## src/rtl/verdict_gate.sv

```systemverilog
// rtl/verdict_gate.sv - holds each packet until its parser verdict pops, then forwards or drops it.
// Keeps passed-packet, dropped-packet and dropped-byte counters.
module verdict_gate #(
  parameter int C_M_AXIS_DATA_WIDTH  = 256,
  parameter int C_S_AXIS_DATA_WIDTH  = 256,
  parameter int C_M_AXIS_TUSER_WIDTH = 128,
  parameter int C_S_AXIS_TUSER_WIDTH = 128,
  parameter int RESULT_WIDTH         = 105
) (
  input  logic                              axi_aclk,
  input  logic                              axi_aresetn,
  input  logic [RESULT_WIDTH-1:0]           result_dout,
  input  logic                              result_empty,
  output logic                              result_rd_en,
  input  logic [C_S_AXIS_DATA_WIDTH-1:0]    s_axis_tdata,
  input  logic [C_S_AXIS_DATA_WIDTH/8-1:0]  s_axis_tstrb,
  input  logic [C_S_AXIS_TUSER_WIDTH-1:0]   s_axis_tuser,
  input  logic                              s_axis_tvalid,
  output logic                              s_axis_tready,
  input  logic                              s_axis_tlast,
  output logic [C_M_AXIS_DATA_WIDTH-1:0]    m_axis_tdata,
  output logic [C_M_AXIS_DATA_WIDTH/8-1:0]  m_axis_tstrb,
  output logic [C_M_AXIS_TUSER_WIDTH-1:0]   m_axis_tuser,
  output logic                              m_axis_tvalid,
  input  logic                              m_axis_tready,
  output logic                              m_axis_tlast,
  input  logic                              cnt_clear,
  output logic [31:0]                       pass_pkts,
  output logic [31:0]                       drop_pkts,
  output logic [31:0]                       drop_bytes
);

  typedef enum logic [1:0] {IDLE, PASS, DROP} state_t;

  state_t      state_q, state_d;
  logic [31:0] pass_pkts_q, pass_pkts_d;
  logic [31:0] drop_pkts_q, drop_pkts_d;
  logic [31:0] drop_bytes_q, drop_bytes_d;
  logic [31:0] strb_bytes;
  logic        unused_tuple;

  // Only the send bit matters here; the flow tuple is for other consumers.
  assign unused_tuple = ^result_dout[RESULT_WIDTH-2:0];

  assign m_axis_tdata = s_axis_tdata;
  assign m_axis_tstrb = s_axis_tstrb;
  assign m_axis_tuser = s_axis_tuser;
  assign m_axis_tlast = s_axis_tlast;

  assign pass_pkts  = pass_pkts_q;
  assign drop_pkts  = drop_pkts_q;
  assign drop_bytes = drop_bytes_q;

  always_comb begin
    strb_bytes = '0;
    for (int i = 0; i < C_S_AXIS_DATA_WIDTH/8; i++) begin
      strb_bytes = strb_bytes + 32'(s_axis_tstrb[i]);
    end
  end

  always_comb begin
    state_d       = state_q;
    pass_pkts_d   = pass_pkts_q;
    drop_pkts_d   = drop_pkts_q;
    drop_bytes_d  = drop_bytes_q;
    result_rd_en  = 1'b0;
    s_axis_tready = 1'b0;
    m_axis_tvalid = 1'b0;

    case (state_q)
      IDLE: begin
        if (!result_empty) begin
          result_rd_en = 1'b1;
          state_d      = result_dout[RESULT_WIDTH-1] ? PASS : DROP;
        end
      end
      PASS: begin
        s_axis_tready = m_axis_tready;
        m_axis_tvalid = s_axis_tvalid;
        if (s_axis_tvalid && m_axis_tready && s_axis_tlast) begin
          pass_pkts_d = pass_pkts_q + 32'd1;
          state_d     = IDLE;
        end
      end
      DROP: begin
        s_axis_tready = 1'b1;
        if (s_axis_tvalid) begin
          drop_bytes_d = drop_bytes_q + strb_bytes;
          if (s_axis_tlast) begin
            drop_pkts_d = drop_pkts_q + 32'd1;
            state_d     = IDLE;
          end
        end
      end
      default: state_d = IDLE;
    endcase

    // Clear wins over any increment landing in the same cycle.
    if (cnt_clear) begin
      pass_pkts_d  = '0;
      drop_pkts_d  = '0;
      drop_bytes_d = '0;
    end

    if (!axi_aresetn) begin
      result_rd_en  = 1'b0;
      s_axis_tready = 1'b0;
      m_axis_tvalid = 1'b0;
    end
  end

  always_ff @(posedge axi_aclk) begin
    if (!axi_aresetn) begin
      state_q      <= IDLE;
      pass_pkts_q  <= '0;
      drop_pkts_q  <= '0;
      drop_bytes_q <= '0;
    end else begin
      state_q      <= state_d;
      pass_pkts_q  <= pass_pkts_d;
      drop_pkts_q  <= drop_pkts_d;
      drop_bytes_q <= drop_bytes_d;
    end
  end

endmodule

```

## config.mk

```make
export PLATFORM = sky130hd
export DESIGN_NAME = verdict_gate
export DESIGN_NICKNAME = d
export VERILOG_FILES = /design/src/rtl/verdict_gate.sv
export SDC_FILE = /design/constraint.sdc
export NUM_CORES = 1
export LEC_CHECK = 0
export CORE_AREA = 3 3 406 408
export CTS_CLUSTER_SIZE = 40
export DETAILED_ROUTE_END_ITERATION = 16
export DIE_AREA = 0 0 409 411
export PLACE_DENSITY = 0.34
export SETUP_SLACK_MARGIN = 0.05
export SYNTH_ARGS = -nofsm -noshare
export SYNTH_HDL_FRONTEND = slang
export SYNTH_SLANG_ARGS = --single-unit
```

## constraint.sdc

```tcl
create_clock -name axi_aclk -period 10.68 [get_ports axi_aclk]
set_input_delay 2.136 -clock axi_aclk [delete_from_list [all_inputs] [get_ports axi_aclk]]
set_output_delay 2.136 -clock axi_aclk [all_outputs]
set_load 0.05 [all_outputs]
```

* Word-level counts from Yosys, hierarchy flattened *
Cells that the tools add are included.
W data, S select, Z words.

storage, ports and cells
  logic and storage cells = 66
  flip-flop bits (word level) = 98
  output and inout bits = 516
  input bits = 528

cells by class
  add/sub/neg operators = 34
  bitwise operators = 1
  mux-type cells = 13
  equal/unequal tests = 6
  reductions and logical operators = 8

operators with widths
  operator                 number
  $add A32 B1 Y32 const B  2
  $add A31 B1 Y32          1
  $add A32 B32 Y32         1
  $add A30 B1 Y31          1
  $add A29 B1 Y30          1
  $add A28 B1 Y29          1
  $add A27 B1 Y28          1
  $add A26 B1 Y27          1
  $add A25 B1 Y26          1
  $add A24 B1 Y25          1
  $add A23 B1 Y24          1
  $add A22 B1 Y23          1
  $add A21 B1 Y22          1
  $add A20 B1 Y21          1
  $add A19 B1 Y20          1
  $add A18 B1 Y19          1
  $add A17 B1 Y18          1
  $add A16 B1 Y17          1
  $add A15 B1 Y16          1
  $add A14 B1 Y15          1
  $add A13 B1 Y14          1
  $add A12 B1 Y13          1
  $add A11 B1 Y12          1
  $add A10 B1 Y11          1
  other kinds (23)         37

* Depth between registers and ports, before layout *
  depth after elaboration = 32
  depth in mapped cells = 17
  gate-level depth less buffers = 16

* Worst setup path before layout *
No wires, ideal clock.

  path kind = input to register
  start = input s_axis_tstrb[0]
  end = register drop_bytes_q[28], in the netlist drop_bytes[28]
  cell stages on the path = 15
  required time = 10.609 ns
  buffers on the path = 0
  setup time = 0.071 ns
  setup slack = 3.471 ns
  data arrival time = 7.139 ns
  cell sequence = fa_1 inv_1 fa_1 fa_1 fa_1 fa_1 fa_1 fa_1 inv_1 fa_1 a211oi_1 nor4_1 nor2_1 or4_1 a21oi_1

on the way
  cells in the longest elaborated chain, start to end = 32

RTL lines
  item                  line  text
  from (decl)           16    input logic [C_S_AXIS_DATA_WIDTH/8-1:0] s_axis_tstrb,
  $add A1 B1 Y2         57    strb_bytes = strb_bytes + 32'(s_axis_tstrb[i]);
  $add A2 B1 Y3         57
  $add A3 B1 Y4         57
  $add A4 B1 Y5         57
  $add A5 B1 Y6         57
  $add A6 B1 Y7         57
  $add A7 B1 Y8         57
  $add A8 B1 Y9         57
  (+16 left out)        n/a
  $add A25 B1 Y26       57
  $add A26 B1 Y27       57
  $add A27 B1 Y28       57
  $add A28 B1 Y29       57
  $add A29 B1 Y30       57
  $add A30 B1 Y31       57
  $add A31 B1 Y32       57
  $add A32 B32 Y32      88    drop_bytes_d = drop_bytes_q + strb_bytes;
  to (signal assigned)  122   drop_bytes_q <= drop_bytes_d;
  to (decl)             38    logic [31:0] drop_bytes_q, drop_bytes_d;

No other way between the ends.
A chain may end at the register's enable or synchronous reset.

* Final worst setup path *
Ends and elaborated chain as after synthesis.

==> flow_summary.yaml <==
global_routing:
  antenna_found_initial: 7
  grt_max_degree: 69
  grt_pass1_vias: 6114
  grt_usage_pct: 5.773
  grt-ovfl-total: 0
  grt_pass1_wl_um: 62780
cells_and_area:
  final_nets: 1403
  layout_commonest_cell: "clkdlybuf4s50_1"
  drive_above_1_share_pct: 3.597
  n_fill_cell: 19110
  final_cell_mix: "clkdlybuf4s50_1 (171), dfxtp_1 (98), inv_1 (67)"
  area_delta_synth_final_pct: 18.12
hold_path:
  hp-class: "flip-flop to flip-flop"
synthesis:
  synth_enable_flop_cells: 0
  yosys.area.top_type: "buf_4"
  synthArstFlopShare_pct: 0
  synth_cells: 1077
  synth_top_cell_area_share_pct: 35.98
  synth_nets: 1651
  yosysWarnings: 0
  syn_avg_cell_area_um2: 8.099
  synth.top_cells.by_area: "buf_4 (36%), dfxtp_1 (22%), fa_1 (6.0%), xnor2_1 (3.1%), a21oi_1 (3.1%)"
  synth_area_um2: 8722
  ys_ff_latch: 98
  synth-seq-area-share_pct: 22.49
  synth_top_flop_cell: "dfxtp_1"
  synth_cell_type_count: 46
setup_path:
  cp_top_family: "adder cells"
  cp-end-kind: "flip-flop"
  cp_max_fo: 6
  cp_slowest_cell: "nor4_1"
  cpMostUsedCell: "fa_1"
  critPathLaunchType: "input port"
  critical_path_class: "input port to flip-flop"
  path_buf_inv: 4
  crit_chain: "clkdlybuf4s50_1 -> fa_1 -> inv_1 -> fa_1 -> fa_1 -> fa_1 -> fa_1 -> fa_1 -> fa_1 -> inv_1 -> fa_1 -> a211oi_1 -> buf_4 -> nor4_1 -> nor2_1 -> or4_1 -> a21oi_1"
  crit_path_max_incr_delay_ps: 910
  cp.required_ps: 11030
  crit_arrival_ps: 8810
power:
  powerDensity_nw_per_um2: 124.6
  p_int_uw: 744.5
  switching_share_pct: 42.02
  p_total_uw: 1284
  vdd_ir_drop_max_uv: 96.96
  leakagePower_uw: 0.002710
  p_clk_share_pct: 29.5
  seqPwrFrac_pct: 28.7
  p_sw_uw: 539.6
  power_frac_comb_pct: 41.8
floorplanning:
  die_h_um: 411
  die-area_um2: 168100
  start_util_pct: 5.383
  die_w_um: 409
  io-pin-count: 1044
  coreArea_um2: 162000
  num_rows: 148
routing:
  ant_nets: 0
  wl_met3_um: 11240
  wire_per_inst_um: 16.51
  via_per_inst: 2.009
  vias: 6052
  drt_wl_total_um: 49740
  dr.pass1.iters: 4
  drt_iter0_markers: 306
  drc: 0
  wl_met2_um: 19230
  m1WireLength_um: 16970
  route.top_layer_used: "met5"
run:
  cap_violations: 0
clock_tree:
  cts.sinks: 98
  htreeDepth: 3
  clk_latency_ps: 430
  root_buffer: "clkbuf_16"
  post_cts_buffers: 0
  path_clk_slew_ps: 90
  cts_tree: "done"
  ctsHoldBuffers: 0
  cts-resized-gates: 0
  numCtsBuffers: 9
  clock_path_buffers: 2
sta:
  fmax_mhz: 118.3
  rsz0062_at_grt: "false"
  tightest_slew_ps: 1144
  fin_crit_sh_pct: 79.15
  finalMaxSlewViolations: 0
  tns_ps: 0
  slew_headroom_pct: 23.57
  setup_violations: 0
  hold_viol_final: 0
  period_needed_ps: 8453
  skew_ps: 24.72
placement:
  gp_congestion: 0.6558
  dp_hpwl_um: 42450
  portBuffers: 171
outcome:
  outcome: "finished clean"
==> worst reg2reg max path, stage by stage (launching register included) <==
cell	delay, ps
dfxtp_1	360
inv_1	80
fa_1	590
fa_1	450
fa_1	500
fa_1	530
fa_1	470
fa_1	440
inv_1	90
fa_1	230
a211oi_1	120
buf_4	180
nor4_1	920
nor2_1	260
or4_1	460
a21oi_1	150
==> state kept, by name (all words and copies together) (netlist names) <==
| register | cells |
|---|---|
| pass_pkts | 32 |
| state_q | 2 |
| drop_pkts | 32 |
| drop_bytes | 32 |
==> stage by stage <==
| step | instances | setup slack [ps] | hold WS, ps | util (%) | area, µm² |
|---|---|---|---|---|---|
| finish | 3013 | 2227 | 487.8 | 6.358 | 10300 |
| global route | 3009 | 1770 | 522.4 | 6.352 | 10290 |
| CTS | 3009 | 2121 | 494.1 | 6.352 | 10290 |
| detailed placement | 2993 | 1614 | 473.9 | 6.171 | 9998 |
| global placement | 2993 | 1656 | 473.3 | 6.171 | 9998 |
| floorplan | 1077 | 3471 | 458.4 | - | 8722 |
==> metal layers <==
metal  global-route usage (%)  vias to the layer above
met3                    6.476                      138
met1                    5.441                     2709
met4                    2.811                        4
met2                    7.549                      548
li1                         -                     2653
met5                   0.6609                        -
==> Yosys cell counts, types with 2 or more instances <==
master     instances
a211oi_1           5
a21boi_0           2
a21oi_1           54
and2_1             7
and3_1            10
and4_1             9
buf_2              2
buf_4            418
clkbuf_1          15
dfxtp_1           98
fa_1              26
ha_1              20
inv_1             67
nand2_1           48
nand2b_1           4
nand3_1           30
nand4_1           16
nand4b_1           4
nor2_1            56
nor2b_1            3
nor3_1            16
nor4_1            13
o2111ai_1          3
o211ai_1           3
o21a_1             2
o21ai_0           33
o21ai_1            2
o31ai_1           10
or3_1             26
or4_1             14
xnor2_1           31
xor2_1            16
==> power groups by stage <==
| stage | registers, µW | clock network, µW | logic (µW) |
|---|---|---|---|
| floorplan | 381 | 0 | 731 |
| global placement | 377 | 0 | 567 |
| detailed placement | 377 | 0 | 559 |
| CTS | 369 | 426 | 562 |
| global route | 369 | 427 | 611 |
| finish | 368 | 379 | 537 |
==> logic make-up after synthesis <==
logic type	Yosys count	share of synthesized area, %
xor+xnor	47	4.719
fa+ha+maj	46	8.837
simple gates	264	16.41
buf+inv	503	39.75
flops	98	22.49
compound gates	118	7.675
mux	1	0.1148
==> final cells by class <==
class | count | area, µm² | area share [%]
clock inverter | 7 | 68.82 | 0.6680
multi-input combinational | 476 | 3307 | 32.10
timing repair buffer | 177 | 1757 | 17.05
clock buffer | 9 | 225.2 | 2.186
sequential | 98 | 1962 | 19.04
inverter | 67 | 251.5 | 2.441
antenna | 4 | 10.01 | 0.09716
tap | 2175 | 2721 | 26.41
==> final timing paths <==
kind	start	to	slack, ps	depth (start not counted)
max reg2reg	drop_bytes[0]	drop_bytes[28]	4750	15
min reg2reg	drop_bytes[4]	drop_bytes[4]	490	2
max	s_axis_tstrb[0]	drop_bytes[28]	2230	17
min	drop_bytes[4]	drop_bytes[4]	490	2
No activity file was read; power rests on OpenSTA's default activity.
==> patch 1: new RTL, config.mk and constraints unchanged <==
Make the reset (`axi_aresetn`) asynchronous in one clocked block.
--- a/src/rtl/verdict_gate.sv
+++ b/src/rtl/verdict_gate.sv
@@ -111,3 +111,3 @@
 
-  always_ff @(posedge axi_aclk) begin
+  always_ff @(posedge axi_aclk or negedge axi_aresetn) begin
     if (!axi_aresetn) begin
Check against the original RTL: not settled (the Yosys comparison gave no result); the edit may change what the design does.
==> patch 1 against the unedited design <==
- global-route usage shrank 0.34 points
- sequential cell count unchanged
- sequential power rose by 7.6%
- sequential share of layout area rose by 3.8 points
- power is 26% higher
- final area up 4.4%
- die area did not move
- worst setup slack improved by 0.16 ns
- fmax up 2.0%
- routed wire length shrank 6.3%
- synthesized area grew 4.7%
- critical path type unchanged
- critical endpoint is now drop_bytes[29]
- largest cell class unchanged
==> patch 1: results <==
group,metric,value,unit
drt,drt-vias-per-instance,1.99,
clocking,cts.path.max_buffers,2,
yosys,synth.top_cells.by_area,"buf_4 (34%), dfrtp_1 (27%), fa_1 (5.7%), xor2_1 (5.6%), nor2_1 (3.5%)",
worst_hold_path,hp-class,"reg2reg",
clocking,cts.htree.levels,3,
clocking,cts_setup_buffers,0,
yosys,yosysSeqAreaShare,26.8,%
place,hpwl,38.6,mm
yosys,yosys_warnings,0,
global_route,grt_antenna_before_repair,8,
yosys,yosys_most_used_dff,"dfrtp_1",
layout,fin_nets,1379,
global_route,grt_max_degree,52,
global_route,grt_pass1_vias,6066,
global_route,use_met2,6.73,%
power_and_ir_drop,p_leak,3.50,nW
critical_path,cpPeakStageDelay,0.88,ns
critical_path,critPathMaxFanout,12,
critical_path,cp_slowest_cell,"a21oi_1",
drt,drt_iter0_drc,310,
sta,maxSlewHeadroom,23.5,%
global_route,use_met3,5.14,%
place,io_buffer_count,171,
clocking,cts-buffers-inserted,9,
sta,fin_skew,0.0112,ns
power_and_ir_drop,power.internal,0.886,mW
critical_path,crit_family,"adder cells",
clocking,cts_root_buf,"clkbuf_16",
yosys,synth_nets,1619,
global_route,grt.total_usage,5.43,%
yosys,ys_top_cells_by_count,"buf_4 (417), dfrtp_1 (98), nor2_1 (85), xor2_1 (58), inv_1 (50)",
status,status,"finished clean",
power_and_ir_drop,max-vdd-ir-drop,0.165,mV
place,globalplace.congestion,0.661,
global_route,grt_pass1_wl,59.9,mm
clocking,insertion_delay,0.42,ns
yosys,synth_cell_types,50,
critical_path,crit_arrival,8.63,ns
yosys,synthArstFlopShare,100,%
global_route,grt.met1_usage,5.62,%
layout,drive_above_1_share,6.05,%
clocking,path_clk_slew,0.08,ns
drt,first_pass_iters,4,
clocking,cts_resized,0,
drt,wl,46.6,mm
==> patch 1: changes by cell type in the layout (fill, tap and decap cells not counted), moves of 11 or more <==
| cell | delta |
|---|---|
| or3_1 | -15 |
| dfrtp_1 | +98 |
| nand4_1 | +23 |
| buf_4 | +12 |
| a21oi_1 | -23 |
| xnor2_1 | -14 |
| xor2_1 | +42 |
| o21ai_0 | -15 |
| nor3_1 | -11 |
| dfxtp_1 | -98 |
| inv_1 | -17 |
| nor2_1 | +29 |
==> patch 1: power groups by stage <==
stage / Sequential [mW] / Combinational, mW / Clock, mW
after floorplan: 0.429 / 0.930 / 0
after global placement: 0.406 / 0.898 / 0
after detailed placement: 0.406 / 0.888 / 0
after CTS: 0.399 / 0.892 / 0.420
after global routing: 0.400 / 0.963 / 0.423
final: 0.396 / 0.844 / 0.378
==> patch 1: per-layer routing <==
layer	vias to the layer above	routed length, um
met1	2695	16800
met4	10	2860
met2	543	17400
met5	-	393
li1	2519	-
met3	186	9090
==> patch 1: per-stage QoR <==
stage | setup WS [ns] | area (um2) | util [%] | cells
floorplan | 3.78 | 9140 | - | 1045
global placement | 1.82 | 10400 | 6.45 | 2969
detailed placement | 1.81 | 10400 | 6.45 | 2969
CTS | 2.31 | 10700 | 6.63 | 2985
global route | 2.10 | 10700 | 6.63 | 2985
finish | 2.39 | 10800 | 6.64 | 2990
==> patch 1: layout make-up <==
cell class              count  area [um2]
clock buffers              10         229
inverters                  50         188
diodes                      5        12.5
multi-input cells         459        3260
clock inverters             6        66.3
flip-flops and latches     98        2450
fillers                 19000      151000
repair buffers            187        1830
well taps                2175        2720
==> patch 1: logic make-up (layout without fill, tap and decap cells) <==
group / count (synthesis) / in the layout / share of synthesized area [%]
compound gates: 73 / 73 / 4.92
buf+inv: 488 / 253 / 37.7
other cells: 0 / 5 / 0
fa+ha+maj: 46 / 46 / 8.44
flops: 98 / 98 / 26.8
simple gates: 265 / 265 / 14.9
xor+xnor: 75 / 75 / 7.19
==> patch 1: worst paths after layout <==
check / to / cells past startpoint / startpoint / slack, ns
min in group asynchronous: drop_bytes[0] / 2 / axi_aresetn / 1.93
max in group asynchronous: drop_bytes[10] / 2 / axi_aresetn / 8.17
worst max-delay path: drop_bytes[29] / 14 / s_axis_tstrb[5] / 2.39
worst min-delay path: pass_pkts[31] / 2 / pass_pkts[31] / 0.56
worst min register to register: pass_pkts[31] / 2 / pass_pkts[31] / 0.56
worst max register to register: drop_bytes[29] / 12 / drop_bytes[0] / 4.60
==> patch 2: new RTL, config.mk and constraints unchanged <==
Made on the original files. `drop_pkts_q` no longer has a reset.
--- a/src/rtl/verdict_gate.sv
+++ b/src/rtl/verdict_gate.sv
@@ -115,3 +115,2 @@
       pass_pkts_q  <= '0;
-      drop_pkts_q  <= '0;
       drop_bytes_q <= '0;
@@ -120,3 +119,2 @@
       pass_pkts_q  <= pass_pkts_d;
-      drop_pkts_q  <= drop_pkts_d;
       drop_bytes_q <= drop_bytes_d;
@@ -125,2 +123,6 @@
 
+  always_ff @(posedge axi_aclk) begin
+    drop_pkts_q <= drop_pkts_d;
+  end
+
 endmodule
Function: not settled (the Yosys comparison gave no result); the edit may change what the design does.
==> patch 2 against the unedited design <==
- sequential share of layout area up 0.067 points
- critical path depth down 1
- count of clock-buffer cells in the layout up 1
- worst setup slack better by 0.48 ns
- first-iteration DRC count up 9.5%
- highest routed layer unchanged
- routed wire length up 1.9%
- sequential cell count unchanged
- final area down 0.35%
- non-clock buffer count up 2
- power down 2.9%
- register-to-register slack better by 0.30 ns
- largest cell class unchanged
- synthesized area down 0.55%
==> patch 2: results <==
group,metric,value,unit
status,status,"finished clean",
yosys,synth_cell_types,45,
global_route,grt_pass1_wl,63.6,mm
place,io_buffer_count,171,
yosys,ys_top_cells_by_count,"buf_4 (417), dfxtp_1 (98), nor2_1 (88), inv_1 (51), xor2_1 (48)",
place,dp_slack,2.27,ns
power_and_ir_drop,max-vdd-ir-drop,0.127,mV
yosys,yosys_warnings,0,
clocking,cts_resized,0,
power_and_ir_drop,p_leak,2.84,nW
yosys,synth_nets,1616,
sta,fin_skew,0.0255,ns
yosys,yosys_most_used_dff,"dfxtp_1",
worst_hold_path,hp-class,"reg2reg",
clocking,cts_setup_buffers,0,
clocking,cts.htree.levels,3,
place,hpwl,43.5,mm
clocking,cts.path.max_buffers,2,
global_route,grt_max_degree,37,
clocking,insertion_delay,0.45,ns
sta,worst_slew_pin_slew,1.02,ns
drt,drt_iter0_drc,335,
yosys,synthArstFlopShare,0,%
layout,fin_nets,1369,
critical_path,critPathMaxFanout,4,
place,globalplace.congestion,0.681,
yosys,yosysSeqAreaShare,22.6,%
drt,first_pass_iters,4,
clocking,cts-buffers-inserted,9,
drt,vias,5835,
global_route,grt_antenna_before_repair,2,
yosys,synth.top_cells.by_area,"buf_4 (36%), dfxtp_1 (23%), fa_1 (6.0%), xor2_1 (4.8%), nor2_1 (3.8%)",
global_route,grt_pass1_vias,5865,
clocking,cts_root_buf,"clkbuf_16",
layout,drive_above_1_share,5.00,%
critical_path,crit_arrival,8.33,ns
global_route,grt.total_usage,5.92,%
drt,wl_per_cell,17.0,um
clocking,path_clk_slew,0.09,ns
## patch 2: changes by cell type after synthesis, sizes merged, moves of 4 or more
| cell | delta |
|---|---|
| nor2 | +32 |
| nor3 | -8 |
| xor2 | +32 |
| or3 | -13 |
| o31ai | -6 |
| nand2 | -14 |
| a21oi | -29 |
| inv | -16 |
| o21ai | -21 |
| nand4 | +20 |
| a22o | +4 |
| or4 | -8 |
## patch 2: where the power goes
part | internal, mW | total, mW | leakage [nW] | switching, mW
clock | 0.164 | 0.372 | 0.142 | 0.208
combinational | 0.207 | 0.506 | 1.91 | 0.299
sequential | 0.367 | 0.369 | 0.789 | 0.00183
total | 0.737 | 1.25 | 2.84 | 0.509
## patch 2: through the flow
step | cells | cell area, um2 | power (mW)
2_1_floorplan | 1042 | 8670 | 1.13
3_3_place_gp | 2959 | 9970 | 0.899
3_5_place_dp | 2959 | 9970 | 0.890
4_1_cts | 2975 | 10300 | 1.31
5_1_grt | 2975 | 10300 | 1.37
6_report | 2976 | 10300 | 1.25
## patch 2: final timing paths
path              startpoint        endpoint  slack (ns)  depth (start not counted)
max reg2reg    drop_bytes[0]  drop_bytes[26]        5.05                         14
min           drop_bytes[31]  drop_bytes[31]        0.49                          2
max          s_axis_tstrb[0]  drop_bytes[26]        2.71                         16
min reg2reg   drop_bytes[31]  drop_bytes[31]        0.49                          2
## patch 2: area by class of cell
class	count	area [um2]
Sequential cell	98	1960
Multi-Input combinational cell	456	3330
Inverter	51	191
Fill cell	19100	152000
Clock buffer	10	229
Antenna cell	1	2.50
Timing Repair Buffer	179	1770
Clock inverter	6	62.6
Tap cell	2175	2720
## patch 2: critical path, cell delays in order
cell             delay (ns)
clkdlybuf4s50_1        0.55
fa_1                   0.58
inv_1                  0.05
fa_1                   0.47
fa_1                   0.60
fa_1                   0.46
fa_1                   0.63
fa_1                   0.46
fa_1                   0.41
inv_1                  0.09
fa_1                   0.25
a211oi_1               0.12
o211ai_1               0.51
nand4_1                0.37
or4_1                  0.48
a21oi_1                0.15
## patch 2: cells by family after synthesis
family          Yosys count  share of synthesized area (%)
flops                    98                           22.6
simple gates            270                           16.9
fa+ha+maj                46                           8.89
buf+inv                 488                           39.3
xor+xnor                 77                           7.77
compound gates           62                           4.41
mux                       1                          0.115
## patch 2: layer usage
layer / global-route usage [%] / wire length (um)
met2: 7.81 / 19900
met4: 3.53 / 2740
met3: 6.65 / 11600
met5: 1.15 / 263
met1: 5.25 / 16200
